File: src/rtl/sdram_arbiter.sv
// Three-port slot arbiter for an SDRAM controller. It makes one grant decision per
// 8-clock slot at the sync-aligned slot boundary and acks the previous slot's owner there.
module sdram_arbiter #(
   parameter int INIT_SLOTS  = 32,
   parameter int STARVE_MAX  = 4,
   parameter int REFRESH_MAX = 48
) (
   input  logic        clk,
   input  logic        reset,
   input  logic        sync,
   input  logic [2:0]  req,
   input  logic [2:0]  we,
   input  logic [71:0] addr,
   input  logic [5:0]  ds,
   input  logic [47:0] din,
   output logic [2:0]  ack,
   output logic [15:0] dout,
   output logic        mem_oe,
   output logic        mem_we,
   output logic [23:0] mem_addr,
   output logic [1:0]  mem_ds,
   output logic [15:0] mem_din,
   input  logic [15:0] mem_dout
);
   localparam int INIT_W   = $clog2(INIT_SLOTS + 2);
   localparam int STARVE_W = $clog2(STARVE_MAX + 2);
   localparam int BUSY_W   = $clog2(REFRESH_MAX + 2);

   logic [2:0]          p_reg, p_next;
   logic [INIT_W-1:0]   init_reg, init_next;
   logic [STARVE_W-1:0] starve_reg, starve_next;
   logic [BUSY_W-1:0]   busy_reg, busy_next;
   logic                fly_valid_reg, fly_valid_next;
   logic [1:0]          fly_port_reg, fly_port_next;
   logic                fly_we_reg, fly_we_next;
   logic [2:0]          ack_reg, ack_next;
   logic [15:0]         dout_reg, dout_next;
   logic                mem_oe_reg, mem_oe_next;
   logic                mem_we_reg, mem_we_next;
   logic [23:0]         mem_addr_reg, mem_addr_next;
   logic [1:0]          mem_ds_reg, mem_ds_next;
   logic [15:0]         mem_din_reg, mem_din_next;

   logic [23:0] addr_arr [0:2];
   logic [1:0]  ds_arr   [0:2];
   logic [15:0] din_arr  [0:2];

   genvar gi;
   generate
      for (gi = 0; gi < 3; gi++) begin : g_unpack
         assign addr_arr[gi] = addr[24*gi +: 24];
         assign ds_arr[gi]   = ds[2*gi +: 2];
         assign din_arr[gi]  = din[16*gi +: 16];
      end
   endgenerate

   logic       arb_edge;
   logic [2:0] done_mask;
   logic [2:0] eligible;
   logic       allow;
   logic       starving;
   logic       grant_valid;
   logic [1:0] grant_port;

   // Grant decision; the port finishing its slot at this edge may not win the next one.
   always_comb begin
      arb_edge    = (p_reg == 3'd7) && sync;
      done_mask   = fly_valid_reg ? (3'b001 << fly_port_reg) : 3'b000;
      eligible    = req & ~done_mask;
      allow       = (init_reg == '0) && (busy_reg != BUSY_W'(REFRESH_MAX));
      starving    = (starve_reg == STARVE_W'(STARVE_MAX));
      grant_valid = 1'b0;
      grant_port  = 2'd0;
      if (allow) begin
         if (eligible[2] && starving) begin
            grant_valid = 1'b1;
            grant_port  = 2'd2;
         end else if (eligible[0]) begin
            grant_valid = 1'b1;
            grant_port  = 2'd0;
         end else if (eligible[1]) begin
            grant_valid = 1'b1;
            grant_port  = 2'd1;
         end else if (eligible[2]) begin
            grant_valid = 1'b1;
            grant_port  = 2'd2;
         end
      end
   end

   always_ff @(posedge clk) begin
      if (reset) begin
         p_reg         <= 3'd7;
         init_reg      <= INIT_W'(INIT_SLOTS);
         starve_reg    <= '0;
         busy_reg      <= '0;
         fly_valid_reg <= 1'b0;
         fly_port_reg  <= 2'd0;
         fly_we_reg    <= 1'b0;
         ack_reg       <= 3'b000;
         dout_reg      <= 16'h0000;
         mem_oe_reg    <= 1'b0;
         mem_we_reg    <= 1'b0;
         mem_addr_reg  <= 24'h000000;
         mem_ds_reg    <= 2'b00;
         mem_din_reg   <= 16'h0000;
      end else begin
         p_reg         <= p_next;
         init_reg      <= init_next;
         starve_reg    <= starve_next;
         busy_reg      <= busy_next;
         fly_valid_reg <= fly_valid_next;
         fly_port_reg  <= fly_port_next;
         fly_we_reg    <= fly_we_next;
         ack_reg       <= ack_next;
         dout_reg      <= dout_next;
         mem_oe_reg    <= mem_oe_next;
         mem_we_reg    <= mem_we_next;
         mem_addr_reg  <= mem_addr_next;
         mem_ds_reg    <= mem_ds_next;
         mem_din_reg   <= mem_din_next;
      end
   end

   always_comb begin
      p_next         = (p_reg == 3'd7 && !sync) ? p_reg : p_reg + 3'd1;
      init_next      = init_reg;
      starve_next    = starve_reg;
      busy_next      = busy_reg;
      fly_valid_next = fly_valid_reg;
      fly_port_next  = fly_port_reg;
      fly_we_next    = fly_we_reg;
      ack_next       = 3'b000;
      dout_next      = dout_reg;
      mem_oe_next    = mem_oe_reg;
      mem_we_next    = mem_we_reg;
      mem_addr_next  = mem_addr_reg;
      mem_ds_next    = mem_ds_reg;
      mem_din_next   = mem_din_reg;
      if (arb_edge) begin
         if (fly_valid_reg) begin
            ack_next = done_mask;
            if (!fly_we_reg)
               dout_next = mem_dout;
         end
         fly_valid_next = grant_valid;
         fly_port_next  = grant_port;
         fly_we_next    = we[grant_port];
         mem_oe_next    = grant_valid & ~we[grant_port];
         mem_we_next    = grant_valid & we[grant_port];
         if (grant_valid) begin
            mem_addr_next = addr_arr[grant_port];
            mem_ds_next   = ds_arr[grant_port];
            mem_din_next  = din_arr[grant_port];
         end
         if (init_reg != '0)
            init_next = init_reg - 1'b1;
         // Forced refresh slots and init slots both count as idle and restart the busy run.
         busy_next = grant_valid ? busy_reg + 1'b1 : '0;
         if (!req[2] || (grant_valid && grant_port == 2'd2))
            starve_next = '0;
         else if (eligible[2] && !starving)
            starve_next = starve_reg + 1'b1;
      end
   end

   always_comb begin
      ack      = ack_reg;
      dout     = dout_reg;
      mem_oe   = mem_oe_reg;
      mem_we   = mem_we_reg;
      mem_addr = mem_addr_reg;
      mem_ds   = mem_ds_reg;
      mem_din  = mem_din_reg;
   end
endmodule

File: config.mk
export PLATFORM = sky130hd
export DESIGN_NAME = sdram_arbiter
export DESIGN_NICKNAME = d
export VERILOG_FILES = /design/src/rtl/sdram_arbiter.sv
export SDC_FILE = /design/constraint.sdc
export NUM_CORES = 1
export LEC_CHECK = 0
export CORE_MARGIN = 5
export CORE_UTILIZATION = 65
export DETAILED_ROUTE_END_ITERATION = 16
export DONT_BUFFER_PORTS = 1
export PLACE_DENSITY = 0.81
export SLEW_MARGIN = 20
export SYNTH_ARGS = -nofsm -noshare
export SYNTH_HDL_FRONTEND = slang
export SYNTH_SLANG_ARGS = --single-unit
File: constraint.sdc
create_clock -name clk -period 4.1 [get_ports clk]
set_clock_uncertainty 0.15 [all_clocks]
set_input_delay 0.82 -clock clk [delete_from_list [all_inputs] [get_ports clk]]
set_output_delay 0.82 -clock clk [all_outputs]
set_load 0.1 [all_outputs]
==> summary by stage <==
Timing
Setup repair after global routing left no endpoint under its margin. Summed over all failing endpoints, the final setup total negative slack is 0 ps. Setup violations remaining at the end of the flow were counted as 0.

The share of the clock period used by the worst path after layout is 66.18%. The count of pins over their slew limit is 0. At the pin with the least slew margin, the transition time is 1042 ps. The maximum clock frequency is 0.3686 GHz. Subtracting the final worst setup slack from the clock period gives 2713 ps. Headroom to the max-slew limit came out at 30.45%. The number of endpoints with negative hold slack in the final report is 0. The least setup slack across all paths after layout is 1387 ps.

Logic synthesis
The number of distinct library cells after synthesis is 51. The share of synthesized area occupied by flip-flops and latches is 39.50%. The synthesized netlist net count is 676.

The register bit count reported by yosys is 85. In the synthesized netlist, the cells that appear most often are 143 x sky130_fd_sc_hd__nor2_1, 89 x sky130_fd_sc_hd__nand2_1, 85 x sky130_fd_sc_hd__dfxtp_1. The count of flip-flops with a built-in enable after synthesis is 0. The leading cell type by number of instances after synthesis is sky130_fd_sc_hd__nor2_1. After synthesis, the largest area contributor takes up 39.50% of total cell area. Ranked by total cell area, the synthesized netlist is headed by sky130_fd_sc_hd__dfxtp_1 40%, sky130_fd_sc_hd__o41ai_2 14%, sky130_fd_sc_hd__nor2_1 12%, sky130_fd_sc_hd__nand2_1 7.8%, sky130_fd_sc_hd__a21oi_1 2.7%. Of all cell types, the one taking the most synthesized area is sky130_fd_sc_hd__dfxtp_1. Among all flip-flop cells after synthesis, the most frequent one is sky130_fd_sc_hd__dfxtp_1. The synthesized netlist occupies a cell area of 4308 um2. The share of flip-flops with an asynchronous set or reset is 0%. The gate count of the mapped netlist is 517.

During synthesis, Yosys emitted a total of 0 warnings. Averaged over all synthesized cells, the footprint is 8.332 um2.

Finish
Compared with the post-synthesis result, the final layout area differs by 4.415%. The register with the most flip-flops in the layout has 24 of them. The number of inserted filler cells in the final layout is 511. At the end of the flow the core is filled with cells to 70.44%. The fraction of layout cells with a size suffix above 1 is 13.72%. The number of antenna diodes in the final layout is 0. After the last flow step, the layout net total stands at 657.

Power and ir drop
The design draws 2.144 mW. For this design the ratio of total power to cell area is 476.7 nW/um2. The worst IR drop on VDD is 0.0003097 V. The static leakage is 1.792 nW.

Critical path
The critical register-to-register path startpoint is fly_port_reg[0]. On the worst path, the slowest cell contributes a delay of 490 ps. The endpoint of the worst-slack reg-to-reg timing path is mem_din[13]. The startpoint kind of the worst setup timing path is a register.

The cell type group with the largest total delay on the critical path is compound AO/OA/AOI/OAI gates. The critical setup path kind is reg -> reg. The kind of end point of the critical path is a register.

Measured in cells, the most critical reg-to-reg path has a length of 6. Of all nets on the critical path, the largest fanout is 38. At the worst endpoint, the arrival time is 2810 ps. Among all stages on the critical path, the largest delay is contributed by sky130_fd_sc_hd__dfxtp_1. Traced cell by cell, the critical path runs through mux2i_2 > a32oi_1 > a311oi_4 > buf_4 > nor2_1 > o41ai_2. The reg-to-reg setup timing slack is 1390 ps. Data on the critical path is required at its endpoint by 4200 ps. The number of buffers and inverters on the critical path is 1.

Placed design
The congestion estimate from routability-driven global placement came to 0.8200. The detailed placement HPWL is 8368 um. Buffers placed on the I/O ports in this run total 0.

Before CTS, the worst setup slack after placement is 1241 ps.

GRT
For this run, global-route usage on met3 was measured as 10.08%. For this run, global-route usage on met2 was measured as 43.56%. The via count of the first global-routing pass is 3699. The maximum number of pins on one net before global-route repair is 48. The all-layer global routing usage is 26.43%.

The first-pass GRT wire length is 18230 um. The initial antenna violation count is 0. The most used routing layer in global routing is met2. The routing usage on met1 is 31.89%.

Global routing finished with a remaining overflow of 0.

Route
The via-per-instance ratio is 6.371. The final layout contains routed wiring with a total length of 11590 um. The detailed-route DRC error count is 0. The remaining antenna violation count after routing is 0. The number of search-and-repair iterations in the first detailed-routing pass is 5.

For this block, the initial DRC count from the detailed router was 213. The detail-routed net length per standard cell is 19.99 um. The via total after detailed routing is 3695.

Die
214 I/O pins were placed. The placement row count is 29. The area of the core is 6386 um2. The floorplan die height is 91.41 um. The floorplan step defined a die boundary enclosing 8356 um2. The initial utilization of the core area, before any placement, comes to 67.46%. The horizontal die dimension is 91.41 um.

Clocking
In this run the deepest clock path goes through 2 buffers. TritonCTS built the clock tree. In this run the number of H-tree levels came out at 3. The root buffer cell chosen for the clock tree is sky130_fd_sc_hd__clkbuf_8. After clock tree synthesis, the clock-pin slew on the worst setup and hold paths is 90 ps.

The TritonCTS buffer count is 9. The total number of clock tree sinks is 85. The count of instances resized after the clock tree is built is 0. Hold repair after CTS inserted 0 buffers. The clock latency on the worst-skew pair is 360 ps.

The post-CTS repair timing setup buffer count is 0.

Job
Max-cap violations in this run came to 0.

Status
The run finished with clean final reports.

Hold path
The worst hold path endpoint is p_reg[2]. The number of instances on the worst hold path is 1. The worst hold path class is reg -> reg. The startpoint identified for the worst hold timing path is p_reg[2].
==> worst max path at each step <==
stage / from / to / depth (start not counted)
6_report: fly_port_reg[0] / mem_din[13] / 6
5_1_grt: fly_port_reg[0] / mem_din[13] / 6
4_1_cts: fly_port_reg[0] / mem_din[13] / 6
3_5_place_dp: req[1] / mem_din[1] / 5
3_3_place_gp: req[1] / mem_din[0] / 5
2_1_floorplan: req[2] / mem_addr[0] / 8
==> area by class of cell <==
cell class | instances | area [um2] | share of cell area (%)
Multi-Input combinational cell | 388 | 2407 | 53.52
Inverter | 9 | 33.78 | 0.7510
Timing Repair Buffer | 5 | 37.54 | 0.8345
Clock inverter | 7 | 97.59 | 2.170
Clock buffer | 9 | 123.9 | 2.754
Sequential cell | 85 | 1702 | 37.83
Tap cell | 77 | 96.34 | 2.142
==> per-layer routing <==
layer	share of wire (%)	routed length (um)	vias up
li1	-	-	1741
met1	37	4331	1743
met2	50	5814	185
met3	10	1201	26
met4	2.1	246	0
met5	0	0	-
==> logic make-up after synthesis <==
logic type,count (synthesis),synth area share [%]
buffers and inverters,44,5.257
DFF,85,39.50
xor gates and xnor gates,6,1.220
and+or+nand+nor,280,27.68
adders and majority gates,8,2.324
muxes,2,0.5808
AOI/OAI and AO/OA,92,23.44
==> cells in the final DEF, fill, tap and decap left out, drive strengths merged, types with 3 or more instances in the layout <==
cell type / count
a21oi: 23
nor2b: 3
o21ai: 3
inv: 11
dfxtp: 85
ha: 8
buf: 5
a211o: 3
nor3: 3
a41o: 3
and3: 4
nand3: 8
nand3b: 5
xor2: 4
nand2: 90
o41ai: 42
nor2: 143
or3: 4
clkbuf: 9
nand4: 3
nand2b: 6
==> through the flow <==
| step | std cells | hold slack [ps] | cell area [um2] |
|---|---|---|---|
| after detailed placement | 564 | 311.8 | 4277 |
| after CTS | 580 | 334.0 | 4498 |
| after global routing | 580 | 352.8 | 4498 |
| after global placement | 564 | 297.3 | 4277 |
| final | 580 | 330.3 | 4498 |
| after floorplan | 517 | 289.7 | 4308 |
==> worst reg2reg max path, delay by kind of cell, from the launching register on <==
family                 cells  cell delay (ps)
AO/OA/AOI/OAI              3             1020
AND/OR/NAND/NOR            1              150
buffers and inverters      1              460
multiplexers               1              330
flip-flops                 1              490
==> report_power, final <==
| part | switching [mW] | leakage, nW | internal, mW |
|---|---|---|---|
| Clock | 0.320 | 0.106 | 0.346 |
| Combinational | 0.257 | 0.999 | 0.163 |
| Sequential | 0.172 | 0.687 | 0.887 |
Note: power is estimated with default switching activity, not from simulation.
